--- config.mk ---
export PLATFORM = sky130hd
export DESIGN_NAME = bytebeat_sample_pacer
export DESIGN_NICKNAME = d
export VERILOG_FILES = /design/src/rtl/bytebeat_sample_pacer.sv
export SDC_FILE = /design/constraint.sdc
export NUM_CORES = 1
export LEC_CHECK = 0
export ABC_AREA = 1
export BUFFER_PORTS_ARGS = -buffer_cell sky130_fd_sc_hd__buf_2
export CORE_ASPECT_RATIO = 0.9
export CORE_UTILIZATION = 35
export CTS_BUF_LIST = sky130_fd_sc_hd__clkbuf_4 sky130_fd_sc_hd__clkbuf_8
export CTS_CLUSTER_DIAMETER = 30
export DETAILED_ROUTE_END_ITERATION = 7
export GPL_TIMING_DRIVEN = 0
export PLACE_DENSITY = 0.64
export SYNTH_ARGS = -nofsm -noshare
export SYNTH_HDL_FRONTEND = slang
export SYNTH_SLANG_ARGS = --single-unit
--- constraint.sdc ---
create_clock -name clk -period 3.24 [get_ports clk]
set_clock_uncertainty 0.1 [all_clocks]
set_input_delay 0.324 -clock clk [delete_from_list [all_inputs] [get_ports clk]]
set_output_delay 0.324 -clock clk [all_outputs]
set_load 0.005 [all_outputs]
--- src/rtl/bytebeat_sample_pacer.sv ---
// Paces a bursty bytebeat sample stream to one sample per divider tick through a small FIFO.
// Optional build macro PACER_MUTE_ON_UNDERRUN_EN: an underrun tick outputs midscale with a strobe.
module bytebeat_sample_pacer #(
  parameter int WIDTH      = 8,
  parameter int CLK_DIV    = 6250,
  parameter int FIFO_DEPTH = 4
) (
  input  logic                          clk,
  input  logic                          reset,
  input  logic [WIDTH-1:0]              in_pcm,
  input  logic                          in_vld,
  output logic                          in_rdy,
  output logic [WIDTH-1:0]              sample,
  output logic                          sample_stb,
  output logic [$clog2(FIFO_DEPTH):0]   fill,
  output logic                          underrun
);

  localparam int AW = $clog2(FIFO_DEPTH);
  localparam int FW = AW + 1;
  localparam logic [15:0]      DIV_LAST = 16'(CLK_DIV - 1);
  localparam logic [FW-1:0]    FULL     = FW'(FIFO_DEPTH);
  localparam logic [WIDTH-1:0] MID      = {1'b1, {(WIDTH-1){1'b0}}};

  logic [WIDTH-1:0] mem [FIFO_DEPTH];
  logic [AW-1:0]    wr_ptr;
  logic [AW-1:0]    rd_ptr;
  logic [FW-1:0]    fill_q;
  logic [15:0]      div;
  logic             tick;
  logic             push;
  logic             pop;

  // Handshake: a sample transfers on any edge where in_vld && in_rdy; in_rdy depends only on registered fill.
  assign tick   = (div == DIV_LAST);
  assign in_rdy = (fill_q != FULL);
  assign push   = in_vld && in_rdy;
  assign pop    = tick && (fill_q != '0);
  assign fill   = fill_q;

  always_ff @(posedge clk) begin
    if (push) begin
      mem[wr_ptr] <= in_pcm;
    end
  end

  always_ff @(posedge clk) begin
    if (reset) begin
      div        <= '0;
      wr_ptr     <= '0;
      rd_ptr     <= '0;
      fill_q     <= '0;
      sample     <= MID;
      sample_stb <= 1'b0;
      underrun   <= 1'b0;
    end else begin
      div        <= tick ? 16'd0 : div + 16'd1;
      sample_stb <= 1'b0;
      if (push) begin
        wr_ptr <= wr_ptr + 1'b1;
      end
      fill_q <= fill_q + FW'(push) - FW'(pop);
      // Pops read the pre-edge head, so a same-cycle push into an empty FIFO is never bypassed.
      if (pop) begin
        sample     <= mem[rd_ptr];
        sample_stb <= 1'b1;
        rd_ptr     <= rd_ptr + 1'b1;
      end else if (tick) begin
        underrun <= 1'b1;
`ifdef PACER_MUTE_ON_UNDERRUN_EN
        sample     <= MID;
        sample_stb <= 1'b1;
`endif
      end
    end
  end

endmodule
==> run_results.csv <==
group,metric,value,unit
run_status,status,"finished clean",
synthesis,post_synth_instance_area,0.00289,mm2
synthesis,asyncSetResetFlopFracSynth,0,
global_routing,global_route_wire_length_before_repair,9370,um
timing,grt_setup_unrepaired,"false",
global_routing,groute.usage.overall,0.146,
timing,setup_viol_count_final,0,
cells_and_area,num-nets-final,377,
critical_path,endpoint_kind,"register",
timing,final_period_minus_worst_setup_slack,2.25,ns
cells_and_area,synthToLayoutAreaGrowth,15.6,%
synthesis,synth_warnings,0,
routing,detail_route.first_pass.iterations,4,
floorplanning,die_x,97.7,um
clock_tree,cts-root-to-sink-buffers,2,
clock_tree,cts_htree_levels,3,
floorplanning,floorplan.rows,31,
power,finalPower,1820,uW
cells_and_area,antenna_cells_inserted,0,
critical_path,setup.worst_path.class,"register to register",
global_routing,initial_antenna_violation_count,0,
clock_tree,clock_sink_count,65,
timing,max-slew-margin-rel,0.466,
floorplanning,dieArea,0.00862,mm2
critical_path,startpoint_type,"register",
routing,avgRoutedWirePerCell,12.5,um
synthesis,synth-main-ff-cell,"sky130_fd_sc_hd__dfxtp_1",
placement,port_buffers,24,
clock_tree,insertion_delay,0.35,ns
floorplanning,area_of_the_core,0.00803,mm2
clock_tree,postCtsResizedCells,0,
routing,ant_nets,0,
routing,vias_per_cell,4.67,
global_routing,grt_start_max_net_pins,15,
timing,finalHoldViolCount,0,
routing,violation_count_after_the_first_detailed_route_iteration,83,
critical_path,signal_arrival_time_at_the_worst_endpoint,2.39,ns
clock_tree,clockRootBuffer,"sky130_fd_sc_hd__clkbuf_8",
worst_hold_path,hold_path_class,"primary input to register",
floorplanning,design.portCount,25,
routing,drt-total-wl,5760,um
power,leakagePower,0.00131,uW
placement,placer_congestion,0.826,
synthesis,post-synth-top-area-cell,"sky130_fd_sc_hd__edfxtp_1",
synthesis,yosys.area.top_type_share,0.333,
timing,slew_violations,0,
clock_tree,cts_made_buffers,9,
floorplanning,dieHeight,88.2,um
clock_tree,post-cts-setup-buffers,0,
synthesis,mappedNetlistNets,342,
timing,setup_slack_after_layout,0.994,ns
global_routing,grt_remaining_overflow,0,
synthesis,synth_area_leaders,"sky130_fd_sc_hd__edfxtp_1 (33%), sky130_fd_sc_hd__dfxtp_1 (23%), sky130_fd_sc_hd__nor2_1 (7.9%)",
flow_run,max-cap-violations,0,
routing,detailroute.via_count,2151,
clock_tree,clk_pin_slew,0.08,ns
timing,tightest_slew,0.797,ns
timing,finalCritPeriodShare,0.693,
synthesis,ys_seq_elements,65,
cells_and_area,postLayoutCoreUtil,0.416,
placement,place_hpwl,4100,um
global_routing,first_global_vias,1979,
critical_path,worstPathRequired,3.38,ns
power,power_density,544,mW/mm2
clock_tree,post_cts_hold_buffer_count,0,
synthesis,synthCells,322,
critical_path,cp_max_fo,5,
critical_path,timing.reg2reg.setup_slack,0.99,ns
synthesis,post_synth_most_frequent_cells,"sky130_fd_sc_hd__nor2_1 (61), sky130_fd_sc_hd__nand2_1 (49), sky130_fd_sc_hd__inv_1 (40)",
synthesis,syn-mean-instance-area,8.97,um2
timing,fmax,445,MHz
synthesis,synth-edff-count,32,
synthesis,synth_cell_types,28,
clock_tree,tritoncts_clock_tree,"built",
placement,dp_worst_setup_slack,0.985,ns
routing,remaining_routing_drc_violations,0,
floorplanning,start_util,0.360,
power,vdd_ir_drop_max,0.226,mV
cells_and_area,post_route_cells_drive_above_1_share,0.160,
cells_and_area,nFillCells,791,
synthesis,yosysMostFrequentCell,"sky130_fd_sc_hd__nor2_1",
timing,setup_tns,0,ns
synthesis,sequential_cell_area_fraction_in_the_yosys_report,0.562,
## report_power, final
part | internal, uW | switching [uW] | leakage (uW) | total (uW)
Clock | 368 | 355 | 0.0000988 | 724
Combinational | 51.5 | 103 | 0.000648 | 154
Sequential | 917 | 22.1 | 0.000561 | 939
Total | 1340 | 480 | 0.00131 | 1820
## metrics by stage
step / hold WS [ns] / instance area [um2] / std cells
finish: 0.0817 / 3340 / 461
global route: 0.0691 / 3340 / 461
CTS: 0.0710 / 3340 / 461
detailed placement: 0.360 / 3130 / 445
global placement: 0.350 / 3130 / 445
floorplan: 0.293 / 2890 / 322
## cell families (layout without fill, tap and decap cells)
kind of cell,Yosys count,in the layout,share of synthesized area
buf+inv,50,90,0.0745
xor+xnor,5,5,0.0152
fa+ha+maj,9,9,0.0416
simple gates,151,151,0.230
compound gates,42,42,0.0771
flops,65,65,0.562
## layout make-up
class	count	area, um2	area share
flip-flops and latches	65	1620	0.486
inverters	43	161	0.0484
clock buffers	9	124	0.0371
well taps	99	124	0.0371
plain buffers	7	53.8	0.0161
multi-input cells	207	1050	0.315
repair buffers	24	120	0.0360
clock inverters	7	82.6	0.0247
## layout by cell type, fill, tap and decap left out, types with 2 or more instances in the layout
master | Yosys | layout
sky130_fd_sc_hd__nand2_1 | 49 | 49
sky130_fd_sc_hd__nand2_2 | 3 | 3
sky130_fd_sc_hd__edfxtp_1 | 32 | 32
sky130_fd_sc_hd__nor2_2 | 4 | 4
sky130_fd_sc_hd__buf_2 | 2 | 26
sky130_fd_sc_hd__buf_4 | 2 | 2
sky130_fd_sc_hd__inv_6 | 0 | 3
sky130_fd_sc_hd__a21oi_1 | 13 | 13
sky130_fd_sc_hd__nor3_1 | 3 | 3
sky130_fd_sc_hd__dfxtp_1 | 33 | 33
sky130_fd_sc_hd__inv_2 | 2 | 2
sky130_fd_sc_hd__nand4_1 | 6 | 6
sky130_fd_sc_hd__clkbuf_8 | 1 | 10
sky130_fd_sc_hd__o21ai_0 | 20 | 20
sky130_fd_sc_hd__nor2_4 | 2 | 2
sky130_fd_sc_hd__inv_1 | 40 | 40
sky130_fd_sc_hd__nand3_1 | 19 | 19
sky130_fd_sc_hd__nor2_1 | 61 | 61
sky130_fd_sc_hd__o22ai_1 | 8 | 8
sky130_fd_sc_hd__xor2_1 | 5 | 5
sky130_fd_sc_hd__clkinvlp_4 | 0 | 2
sky130_fd_sc_hd__or2_0 | 2 | 2
sky130_fd_sc_hd__ha_1 | 8 | 8
## flip-flops by register name (all words and copies together) (netlist names)
signal      cells
mem            32
div            16
sample          8
fill            3
rd_ptr          2
wr_ptr          2
sample_stb      1
underrun        1
## metal layers
layer | wire length (um) | track usage | vias to the layer above
li1 | - | - | 1117
met4 | 127 | 0.0758 | 0
met3 | 220 | 0.0487 | 13
met1 | 2800 | 0.186 | 987
met2 | 2610 | 0.222 | 34
met5 | 0 | 0 | -
## worst max-delay path, cell delays in order (launching register included)
cell and delay [ns]:
sky130_fd_sc_hd__dfxtp_1 0.34, sky130_fd_sc_hd__inv_1 0.12, sky130_fd_sc_hd__nand3_1 0.25, sky130_fd_sc_hd__nand3_1 0.22
sky130_fd_sc_hd__inv_1 0.06, sky130_fd_sc_hd__ha_1 0.26, sky130_fd_sc_hd__inv_1 0.04, sky130_fd_sc_hd__ha_1 0.18
sky130_fd_sc_hd__fa_1 0.38, sky130_fd_sc_hd__xor2_1 0.15, sky130_fd_sc_hd__nor2_1 0.05
## path summary, 6_finish.rpt
| check | end | cells after the start | start |
|---|---|---|---|
| worst max-delay path | fill[2] | 10 | fill[1] |
| worst min register to register | underrun | 1 | underrun |
| worst max register to register | fill[2] | 10 | fill[1] |
| worst min-delay path | mem[1][4] | 1 | in_pcm[4] |
(Power assumes the default switching activity.)
